[src/rtl/branch_resolve_unit.sv]
// Resolves RISC-V conditional branches in EX with one-cycle registered results,
// and trains a bimodal table of 2-bit counters that fetch reads combinationally.
module branch_resolve_unit #(
  parameter int XLEN      = 32,
  parameter int BHT_DEPTH = 64
) (
  input  logic            clk,
  input  logic            rst_n,
  input  logic            ex_valid_i,
  input  logic [31:0]     ex_instr_i,
  input  logic [XLEN-1:0] ex_pc_i,
  input  logic [XLEN-1:0] rs1_i,
  input  logic [XLEN-1:0] rs2_i,
  input  logic            ex_pred_taken_i,
  input  logic            stall_i,
  input  logic            flush_i,
  input  logic [XLEN-1:0] if_pc_i,
  output logic            if_pred_taken_o,
  output logic            res_valid_o,
  output logic            res_taken_o,
  output logic            mispredict_o,
  output logic [XLEN-1:0] redirect_pc_o,
  output logic [31:0]     br_cnt_o,
  output logic [31:0]     mis_cnt_o
);

  localparam int IDX_W = $clog2(BHT_DEPTH);

  logic [1:0]       bht [BHT_DEPTH];
  logic [6:0]       opcode;
  logic [2:0]       funct3;
  logic             is_branch;
  logic             cond_taken;
  logic [12:0]      imm_b;
  logic [XLEN-1:0]  target_pc;
  logic [XLEN-1:0]  fallthru_pc;
  logic [IDX_W-1:0] ex_idx;
  logic [IDX_W-1:0] if_idx;
  logic [1:0]       bht_cur;
  logic [1:0]       bht_next;
  logic             unused_bits;

  assign opcode = ex_instr_i[6:0];
  assign funct3 = ex_instr_i[14:12];

  // funct3 010 and 011 are the two reserved encodings under the branch opcode
  assign is_branch = ex_valid_i && (opcode == 7'b1100011) && (funct3[2:1] != 2'b01);

  assign imm_b       = {ex_instr_i[31], ex_instr_i[7], ex_instr_i[30:25], ex_instr_i[11:8], 1'b0};
  assign target_pc   = ex_pc_i + {{(XLEN-13){imm_b[12]}}, imm_b};
  assign fallthru_pc = ex_pc_i + XLEN'(4);

  assign ex_idx  = ex_pc_i[IDX_W+1:2];
  assign if_idx  = if_pc_i[IDX_W+1:2];
  assign bht_cur = bht[ex_idx];

  // Lookup reads the stored table, so a same-cycle update is not bypassed
  assign if_pred_taken_o = bht[if_idx][1];

  assign unused_bits = ^{ex_instr_i[24:15], if_pc_i[XLEN-1:IDX_W+2], if_pc_i[1:0]};

  always_comb begin
    cond_taken = 1'b0;
    case (funct3)
      3'b000:  cond_taken = (rs1_i == rs2_i);
      3'b001:  cond_taken = (rs1_i != rs2_i);
      3'b100:  cond_taken = ($signed(rs1_i) <  $signed(rs2_i));
      3'b101:  cond_taken = ($signed(rs1_i) >= $signed(rs2_i));
      3'b110:  cond_taken = (rs1_i <  rs2_i);
      3'b111:  cond_taken = (rs1_i >= rs2_i);
      default: cond_taken = 1'b0;
    endcase
  end

  always_comb begin
    bht_next = bht_cur;
    if (cond_taken && (bht_cur != 2'b11)) begin
      bht_next = bht_cur + 2'b01;
    end else if (!cond_taken && (bht_cur != 2'b00)) begin
      bht_next = bht_cur - 2'b01;
    end
  end

  always_ff @(posedge clk) begin
    if (!rst_n) begin
      res_valid_o   <= 1'b0;
      res_taken_o   <= 1'b0;
      mispredict_o  <= 1'b0;
      redirect_pc_o <= '0;
      br_cnt_o      <= '0;
      mis_cnt_o     <= '0;
      for (int i = 0; i < BHT_DEPTH; i++) begin
        bht[i] <= 2'b01;
      end
    end else if (flush_i) begin
      res_valid_o  <= 1'b0;
      mispredict_o <= 1'b0;
    end else if (stall_i) begin
      res_valid_o <= res_valid_o;
    end else if (is_branch) begin
      res_valid_o   <= 1'b1;
      res_taken_o   <= cond_taken;
      mispredict_o  <= (cond_taken != ex_pred_taken_i);
      redirect_pc_o <= cond_taken ? target_pc : fallthru_pc;
      bht[ex_idx]   <= bht_next;
      br_cnt_o      <= br_cnt_o + 32'd1;
      if (cond_taken != ex_pred_taken_i) begin
        mis_cnt_o <= mis_cnt_o + 32'd1;
      end
    end else begin
      res_valid_o  <= 1'b0;
      mispredict_o <= 1'b0;
    end
  end

endmodule

[config.mk]
export PLATFORM = sky130hd
export DESIGN_NAME = branch_resolve_unit
export DESIGN_NICKNAME = d
export VERILOG_FILES = /design/src/rtl/branch_resolve_unit.sv
export SDC_FILE = /design/constraint.sdc
export NUM_CORES = 1
export LEC_CHECK = 0
export ABC_AREA = 0
export CAP_MARGIN = 20
export CORE_MARGIN = 10
export CORE_UTILIZATION = 54
export CTS_CLUSTER_DIAMETER = 30
export DETAILED_ROUTE_END_ITERATION = 10
export GPL_ROUTABILITY_DRIVEN = 1
export HOLD_SLACK_MARGIN = 0.06
export PLACE_DENSITY = 0.81
export SETUP_SLACK_MARGIN = 0.02
export SKIP_CTS_REPAIR_TIMING = 1
export SYNTH_ARGS = -nofsm -noshare
export SYNTH_HDL_FRONTEND = slang
export SYNTH_SLANG_ARGS = --single-unit
[constraint.sdc]
create_clock -name clk -period 5.7 [get_ports clk]
set_input_delay 0.855 -clock clk [delete_from_list [all_inputs] [get_ports clk]]
set_output_delay 0.855 -clock clk [all_outputs]
set_load 0.005 [all_outputs]
Word level (Yosys, flattened, before mapping)
Memories as Yosys holds them, arrays and structs flattened.
Cells that the tools add are included.
W data, S select, Z words.

word-level totals
  flip-flop bits (word level) = 99
  bits in latches = 0
  memory bits (writable) = 128
  memory bits (read-only) = 0
  input bits = 166
  logic and storage cells = 56
  memories kept = 1

cells by class
  $add $sub $neg = 6
  multipliers = 0
  div/mod/pow operators = 0
  order comparisons = 4
  eq/ne operators = 11
  shift operators = 0
  multiplexer cells = 14
  bitwise gates (word level) = 3
  reduce and logical (&&, ||, !) cells = 11

memories
  memory  words  bits a word  read ports  clocked after Yosys merged registers in  write ports  line  source
  bht     64     2            2           0                                        64           29    logic [1:0] bht [BHT_DEPTH];

operators with widths
  cell                     number
  $add A32 B1 Y32 const B  2
  $ge A32 B32 Y1           2
  $lt A32 B32 Y1           2
  $add A32 B3 Y32 const B  1
  $add A32 B32 Y32         1
  $eq A32 B32 Y1           1
  $mux W32                 1
  $ne A32 B32 Y1           1
  $eq A3 B3 Y1 const B     4
  $mux W1                  8
  $eq A7 B7 Y1 const B     1
  $mux W2                  3
  $mux W6                  1
  $pmux W1 S6              1
  $logic_and A1 B1 Y1      4
  $reduce_and A4 Y1        1
  $reduce_or A2 Y1         2
  $eq A3 B1 Y1 const B     1
  $logic_not A3 Y1         1
  $not A1 Y1               3
  $reduce_and A3 Y1        1
  $add A2 B1 Y2 const B    1
  $ne A2 B1 Y1 const B     1
  $ne A2 B2 Y1 const B     1
  4 further kinds          4

Depth between registers and ports, before layout
Gate-level depths: netlist of run 1.

  word-level depth = 10
  gate-level depth with buffers = 18

Worst setup path before layout of run 1
OpenSTA, ideal clock, no wires.

  kind = input-to-output
  start = input port if_pc_i[2]
  end = output port if_pred_taken_o
  data arrival time = 3.267 ns
  slack = 1.578 ns
  stages on the path = 5
  path through = clkbuf_1 buf_1 mux4_2 mux4_2 mux4_2

between the ends
  longest elaborated chain between the ends = 1

RTL lines
  item                line  source
  start: declaration  17    input logic [XLEN-1:0] if_pc_i,
  $mem_v2 Z64 W2      n/a
  end: declaration    18    output logic if_pred_taken_o,

No other way between the ends.

==> results of run 1 <==
[metal layers]
layer	share of wire [%]	wire length (um)	vias up
li1	-	-	6152
met1	37	17500	6388
met2	47	22000	861
met3	13	5930	193
met4	3.9	1860	2
met5	0.019	9	-
[cell usage in the layout (no fill, tap or decap), drive strengths merged, types with 9 or more instances in the layout]
cell type and n:
a21o 21, nor3 59, xor2 46, nand3 121
nor2b 15, clkinv 20, clkbuf 61, nand4 19
mux4 30, clkdlybuf4s50 228, a22oi 19, or3 10
bufinv 11, a21oi 72, and3 31, dfxtp 99
xnor2 64, mux2 11, buf 52, clkinvlp 9
o31ai 11, nor2 146, ha 67, edfxtp 128
mux2i 9, and2 9, nand2 143, inv 61
a221oi 18, o21ai 129, a211oi 28
[synth_stat cells (13+ instances only)]
cell and instances:
sky130_fd_sc_hd__a211oi_1 28, sky130_fd_sc_hd__a21o_1 21, sky130_fd_sc_hd__and3_1 29, sky130_fd_sc_hd__o21ai_0 127
sky130_fd_sc_hd__a221oi_1 18, sky130_fd_sc_hd__nor3_1 58, sky130_fd_sc_hd__edfxtp_1 128, sky130_fd_sc_hd__clkbuf_1 70
sky130_fd_sc_hd__mux4_2 30, sky130_fd_sc_hd__nor2_1 144, sky130_fd_sc_hd__dfxtp_1 99, sky130_fd_sc_hd__buf_6 13
sky130_fd_sc_hd__xnor2_1 64, sky130_fd_sc_hd__a21oi_1 71, sky130_fd_sc_hd__xor2_1 46, sky130_fd_sc_hd__nand2_1 143
sky130_fd_sc_hd__nor2b_1 15, sky130_fd_sc_hd__a22oi_1 19, sky130_fd_sc_hd__nand4_1 19, sky130_fd_sc_hd__nand3_1 117
sky130_fd_sc_hd__ha_1 67, sky130_fd_sc_hd__inv_1 57
[registers in the layout (all words and copies together), names as in the netlist]
signal / cells
bht: 128
res_valid_o: 1
br_cnt_o: 32
res_taken_o: 1
redirect_pc_o: 32
mis_cnt_o: 32
mispredict_o: 1
[power by group]
group	total (mW)	internal, mW	switching, mW
Combinational	0.667	0.290	0.376
Clock	3.34	2.30	1.05
Sequential	1.76	1.75	0.0116
Total	5.77	4.34	1.43
[layout make-up]
| type | instances | area, um2 |
|---|---|---|
| Multi-Input combinational cell | 1159 | 7750 |
| Fill cell | 1867 | 7120 |
| Sequential cell | 227 | 5830 |
| Timing Repair Buffer | 280 | 2730 |
| Clock buffer | 61 | 1420 |
| Clock inverter | 43 | 579 |
| Tap cell | 335 | 419 |
| Inverter | 58 | 218 |
[stage by stage]
step | hold slack, ns | area [um2]
3_3_place_gp | 0.433 | 16900
5_1_grt | 0.476 | 18900
3_5_place_dp | 0.441 | 16900
6_report | 0.445 | 18900
4_1_cts | 0.451 | 18900
2_1_floorplan | 0.439 | 14300
[worst max-delay path by stage]
stage,endpoint
after global routing,bht[24][0]
after floorplan,if_pred_taken_o
final,bht[24][0]
after CTS,bht[24][0]
after detailed placement,bht[24][0]
after global placement,bht[62][0]
[kinds of logic after synthesis]
group | count (synthesis) | synth area share [%]
simple gates | 578 | 19.3
buf+inv | 162 | 5.15
compound gates | 353 | 15.8
flops | 227 | 40.8
fa+ha+maj | 68 | 6.01
xor+xnor | 110 | 6.74
mux | 50 | 6.23
[tightest hold or removal path, delay by kind of cell, from the launching register on]
family          cells  cell delay [ns]
flops               1             0.31
simple gates        1             0.04
compound gates      1             0.05
==> key figures, run 1 <==
Worst setup path
  • Critical Path Fanout Max: 64
  • Sort of element at the start of the critical path: primary input
  • Kind of capture point of the worst setup path: register
  • Length in cells of the worst reg-to-reg path: 13
  • Arr. time, crit path: 5.26 ns
  • Category of the critical setup timing path: primary input to register
  • CP max-delay cell: sky130_fd_sc_hd__clkdlybuf4s50_1
  • Count of buffer and inverter cells on the critical path: 5
  • Endpoint of the worst-slack reg-to-reg timing path: bht[24][0]
  • Startpoint of the worst register-to-register path: bht[20][1]
  • Crit path launch: ex_pc_i[4]
  • Critical Path, Cell by Cell: clkdlybuf4s50_1 > nor2b_1 > buf_4 > a22oi_1 > nor2_1 > a221oi_1 > o21ai_0 > a221oi_1 > and3_1 > inv_1 > ha_1 > inv_1 > a21oi_1 > or3_4 > a21oi_4 > buf_12 > nand3_1
  • Data required time of the worst path: 5.99 ns
  • Worst stage delay on the critical path: 1.00 ns
  • Family with the most delay on the worst path: buffers and inverters
  • FF-to-FF setup slack: 2.06 ns
  • Levels on crit path: 17

Detailed routing
  • Post-route antenna net violation count: 0
  • First-pass DRT Iterations: 8
  • Via count of the routed design: 13600
  • DRC Markers: 0
  • Sum of routed wire length over all layers: 47.3 mm
  • DR iter-0 viols: 1682
  • Via count normalized by instance count: 6.29
  • Wire per inst: 21.9 um

Hold path
  • Start point of the worst min-delay path: redirect_pc_o[13]
  • Worst Hold Class: register to register
  • Hold worst-path end: redirect_pc_o[13]
  • Cell depth of the worst min-delay path: 2

Global routing
  • Met3 routing resource usage after global routing: 10.0%
  • Global Route Usage Sum: 27.3%
  • Met2 Use GR: 45.1%
  • Overflow after GRT: 0
  • Via count of the first global-routing pass: 13900
  • Pin count of the biggest net entering global routing: 84
  • Number of antenna violations at the first check in global routing: 1
  • Wire length of the first global-routing pass: 74.1 mm
  • GRT met1 Usage: 31.6%
  • Gr busiest metal: met2

Cells and area
  • Antenna cell count: 0
  • Final layout net count: 2015
  • Area growth from synthesis to layout: 32.5%
  • Proportion of layout cells with a drive suffix above 1: 11.5%
  • Finished Layout Cells: 2163
  • Utilization of the core after routing: 72.7%

Logic synthesis
  • Synthesized netlist cell count: 1548
  • Fraction of synthesized cell area taken by the top area cell type: 26.9%
  • Sequential fraction of the synthesis area: 40.8%
  • Cell type with the highest aggregate area in the netlist: sky130_fd_sc_hd__edfxtp_1
  • Largest cells by area after synthesis: sky130_fd_sc_hd__edfxtp_1 (27%), sky130_fd_sc_hd__dfxtp_1 (14%), sky130_fd_sc_hd__ha_1 (5.9%)
  • Unique masters post-synth: 74
  • Post-Synthesis Cell Area: 14300 um2
  • Yosys warnings: 0
  • Share of synthesized registers carrying an async set or reset: 0%
  • Predominant post-synthesis flop cell: sky130_fd_sc_hd__edfxtp_1
  • Syn Nets: 1782
  • Number of synthesized flops with an enable pin: 128
  • Synth Area per Inst: 9.23 um2
  • Number of register bits inferred by synthesis: 227

STA
  • Relative max-transition margin: 29.0%
  • Achievable Freq: 0.201 GHz
  • Setup TNS after final layout: 0 ns
  • Actual slew at the worst max-slew pin: 1.06 ns
  • Number of pins with negative max-slew slack in the final report: 0
  • RSZ-0062 raised after global routing: false
  • Final setup vio count: 0
  • Fraction of the cycle the final worst path needs: 87.3%
  • Setup Skew: 0.0170 ns
  • Minimum clock period: 4.97 ns
  • Post-route worst setup slack: 0.726 ns
  • Hold violation total from the final report: 0

Pwr
  • Pwr Density: 305 nW/um2
  • Standby leakage power: 6.69 nW
  • Worst VDD drop: 0.326 mV
  • Post-layout power: 5.77 mW

Floorplan
  • Height of the chip: 183 um
  • Initial cell density of the core: 54.8%
  • Num ports: 266
  • Number of standard-cell rows in the floorplan: 59
  • Die span in x: 183 um
  • Floorplan die area: 33400 um2
  • Placeable core area: 26100 um2

Clock network
  • H-tree lvl count: 2
  • Number of sinks driven by the clock tree: 227
  • Number of buffers created by CTS: 55
  • Clock tree root driver cell: sky130_fd_sc_hd__clkbuf_16
  • Worst-path clk slew: 0.05 ns
  • TritonCTS clock tree: yes
  • Maximum clock path buffer count: 3
  • Clock latency of the later-clocked register in the worst-skew pair: 0.57 ns

Placement
  • Total half-perimeter wirelength after legalization and detailed placement: 31.7 mm
  • Number of buffers added on ports: 229
  • Routability Congestion: 0.934
  • Total instance count after detailed placement: 2057
  • Place WS: 0.362 ns

Outcome
  • Outcome: finished clean

Run
  • Max-capacitance violation count: 0
(Power assumes the default switching activity.)
==> run 2, diff against run 1 <==
--- a/config.mk
+++ b/config.mk
@@ -14,6 +14,7 @@
 export GPL_ROUTABILITY_DRIVEN = 1
 export HOLD_SLACK_MARGIN = 0.06
 export PLACE_DENSITY = 0.81
+export RECOVER_POWER = 100
 export SETUP_SLACK_MARGIN = 0.02
 export SKIP_CTS_REPAIR_TIMING = 1
 export SYNTH_ARGS = -nofsm -noshare
==> run 2 against run 1 <==
Compared with the run above: clock skew up 0.00081 ns; non-clock buffer count is the same; register-to-register slack lost 0.05 ns; final cell count barely moved; die area is the same; the flow now finishes with violations (max-capacitance violations, max-slew violations); power decreased by 0.18%; count of clock-buffer cells in the layout is the same; sequential share of layout area is 0.18 points higher.
==> key figures, run 2 (synthesis results as in run 1) <==
Detailed routing
  • First-pass DRT Iterations: 6 (-2)
  • Post-route antenna net violation count: 0 (unchanged)
  • Wire per inst: 21.8 um (-0.40%)
  • DRC Markers: 0 (unchanged)
  • Sum of routed wire length over all layers: 47.2 mm (-0.35%)
  • DR iter-0 viols: 1688 (+0.36%)
  • Via count of the routed design: 13600 (-0.022%)
  • Via count normalized by instance count: 6.28 (about the same)

Cells and area
  • Cell area after layout: 18800 um2 (-0.59%)
  • Most frequent cells in the layout: sky130_fd_sc_hd__nor2_1 (144), sky130_fd_sc_hd__nand2_1 (143), sky130_fd_sc_hd__o21ai_0 (128), sky130_fd_sc_hd__edfxtp_1 (128), sky130_fd_sc_hd__clkdlybuf4s50_1 (124)
  • Max reg flops: 128 (unchanged)
  • Final layout net count: 2015 (unchanged)
  • Sequential cell area: 5830 um2 (unchanged)
  • Filler cell count: 1893 (+1.4%)
  • Proportion of layout cells with a drive suffix above 1: 10.6% (-0.88 points)
  • Area used by multi-input combinational logic: 7660 um2 (-1.1%)
  • Largest register by flop count: bht
  • Area growth from synthesis to layout: 31.7%
  • Most frequent standard cell in the layout excluding fill and tap cells: sky130_fd_sc_hd__nor2_1

Clock network
  • Maximum clock path buffer count: 3 (unchanged)
  • Clock latency of the later-clocked register in the worst-skew pair: 0.57 ns (about the same)
  • TritonCTS clock tree: yes
  • Clock tree root driver cell: sky130_fd_sc_hd__clkbuf_16
  • H-tree lvl count: 2 (unchanged)
  • Number of buffers created by CTS: 55 (unchanged)
  • Worst-path clk slew: 0.05 ns (about the same)
  • Number of sinks driven by the clock tree: 227 (unchanged)

STA
  • Actual slew at the worst max-slew pin: 3.44 ns (+2.37 ns)
  • Number of pins with negative max-slew slack in the final report: 72 (+72)
  • RSZ-0062 raised after global routing: false
  • Relative max-transition margin: -129% (-160 points)
  • Achievable Freq: 0.196 GHz (-2.5%)
  • Fraction of the cycle the final worst path needs: 89.5% (+2.3 points)
  • Minimum clock period: 5.10 ns (+0.129 ns)
  • Setup Skew: 0.0178 ns (+0.000808 ns)
  • Final setup vio count: 0 (unchanged)
  • Hold violation total from the final report: 0 (unchanged)
  • Setup TNS after final layout: 0 ns (unchanged)

Global routing
  • Via count of the first global-routing pass: 13900 (unchanged)
  • Wire length of the first global-routing pass: 74.1 mm (unchanged)
  • Overflow after GRT: 0 (unchanged)
  • Global Route Usage Sum: 27.3% (unchanged)
  • Number of antenna violations at the first check in global routing: 2 (+1)
  • GRT met1 Usage: 31.6% (unchanged)
  • Met2 Use GR: 45.1% (unchanged)
  • Met3 routing resource usage after global routing: 10.0% (unchanged)
  • Gr busiest metal: met2
  • Pin count of the biggest net entering global routing: 84 (unchanged)

Floorplan
  • Initial cell density of the core: 54.8% (unchanged)
  • Placeable core area: 26100 um2 (unchanged)
  • Num ports: 266 (unchanged)
  • Height of the chip: 183 um (unchanged)
  • Floorplan die area: 33400 um2 (unchanged)
  • Die span in x: 183 um (unchanged)
  • Number of standard-cell rows in the floorplan: 59 (unchanged)

Worst setup path
  • Endpoint of the worst-slack reg-to-reg timing path: bht[24][0]
  • Data required time of the worst path: 5.99 ns (about the same)
  • Category of the critical setup timing path: primary input to register
  • Critical Path Fanout Max: 64 (unchanged)
  • Crit path launch: ex_pc_i[4]
  • FF-to-FF setup slack: 2.01 ns (-0.05 ns)
  • Endpoint of the most critical setup path: bht[24][0]
  • Kind of capture point of the worst setup path: register
  • Startpoint of the worst register-to-register path: bht[20][1]
  • Length in cells of the worst reg-to-reg path: 13 (unchanged)
  • Arr. time, crit path: 5.39 ns (+0.13 ns)
  • Sort of element at the start of the critical path: primary input

Outcome
  • Violations in the final reports: max-capacitance violations, max-slew violations
  • Outcome: complete, but fails checks

Placement
  • Standard cell area after detailed placement: 16900 um2 (unchanged)
  • Routability Congestion: 0.934 (unchanged)
  • Number of buffers added on ports: 229 (unchanged)
  • Total half-perimeter wirelength after legalization and detailed placement: 31.7 mm (unchanged)

Pwr
  • Worst VDD drop: 0.330 mV (+1.3%)
  • Standby leakage power: 7.01 nW (+4.9%)
  • Pwr Density: 306 nW/um2 (+0.41%)

Hold path
  • Worst Hold Class: register to register

Run
  • Max-capacitance violation count: 2 (+2)
==> run 2: changes by cell type in the layout (fill, tap and decap cells not counted), moves of 2 or more <==
cell,delta
sky130_fd_sc_hd__a2111oi_4,-2
sky130_fd_sc_hd__nand3_2,-3
sky130_fd_sc_hd__a2111oi_0,+2
sky130_fd_sc_hd__nand3_1,+3
sky130_fd_sc_hd__clkbuf_1,+7
sky130_fd_sc_hd__dlygate4sd3_1,+104
sky130_fd_sc_hd__clkdlybuf4s50_1,-104
sky130_fd_sc_hd__buf_4,-8
==> run 2: worst max-delay path, stage by stage <==
cell	delay, ns
sky130_fd_sc_hd__dlygate4sd3_1	1.06
sky130_fd_sc_hd__nor2b_1	0.35
sky130_fd_sc_hd__clkbuf_1	0.24
sky130_fd_sc_hd__a22oi_1	0.25
sky130_fd_sc_hd__nor2_1	0.08
sky130_fd_sc_hd__a221oi_1	0.22
sky130_fd_sc_hd__o21ai_0	0.15
sky130_fd_sc_hd__a221oi_1	0.30
sky130_fd_sc_hd__and3_1	0.33
sky130_fd_sc_hd__inv_1	0.07
sky130_fd_sc_hd__ha_1	0.20
sky130_fd_sc_hd__inv_1	0.07
sky130_fd_sc_hd__a21oi_1	0.06
sky130_fd_sc_hd__or3_1	0.36
sky130_fd_sc_hd__a21oi_1	0.25
sky130_fd_sc_hd__buf_12	0.33
sky130_fd_sc_hd__nand3_1	0.17
==> run 2: metrics by stage <==
step	util (%)	cells	power (mW)	worst slack, ns	hold WS (ns)
final	72.2	2164	5.76	0.597	0.440
after global placement	64.9	2057	2.42	0.430	0.433
after global routing	72.2	2164	5.92	0.433	0.473
after floorplan	-	1548	2.19	1.58	0.439
after CTS	72.6	2161	5.76	0.894	0.451
after detailed placement	64.9	2057	2.43	0.362	0.441
==> run 2: layout make-up <==
cell class                 count  share of cell area [%]
timing repair buffer         280                    14.3
antenna                        1                  0.0133
clock buffer                  61                    7.54
inverter                      58                    1.16
multi-input combinational   1159                    40.7
sequential                   227                    31.0
clock inverter                43                    3.08
tap                          335                    2.23
==> run 2: worst min-delay path by stage <==
stage                      start                 to  depth (start not counted)
2_1_floorplan  redirect_pc_o[18]  redirect_pc_o[18]                          2
3_3_place_gp    redirect_pc_o[8]   redirect_pc_o[8]                          2
3_5_place_dp    redirect_pc_o[8]   redirect_pc_o[8]                          2
4_1_cts        redirect_pc_o[18]  redirect_pc_o[18]                          2
5_1_grt        redirect_pc_o[12]  redirect_pc_o[12]                          2
6_report       redirect_pc_o[13]  redirect_pc_o[13]                          2
==> run 2: layer usage <==
layer	vias to the layer above	wire length [um]
met3	173	5840
met2	820	22100
met1	6439	17400
met4	2	1790
li1	6159	-
met5	-	9
==> run 2: power by group <==
part           leakage [nW]  internal (mW)  total (mW)  switching, mW
sequential             1.92           1.75        1.76         0.0115
clock                 0.941           2.30        3.34           1.05
combinational          4.15          0.286       0.657          0.371
==> run 3, diff against run 2 <==
--- a/config.mk
+++ b/config.mk
@@ -12,6 +12,7 @@
 export CTS_CLUSTER_DIAMETER = 30
 export DETAILED_ROUTE_END_ITERATION = 10
 export GPL_ROUTABILITY_DRIVEN = 1
+export GPL_TIMING_DRIVEN = 1
 export HOLD_SLACK_MARGIN = 0.06
 export PLACE_DENSITY = 0.81
 export RECOVER_POWER = 100
==> results of run 3 <==
Same layout as run 2: the final DEF is identical, and so are final timing and power.
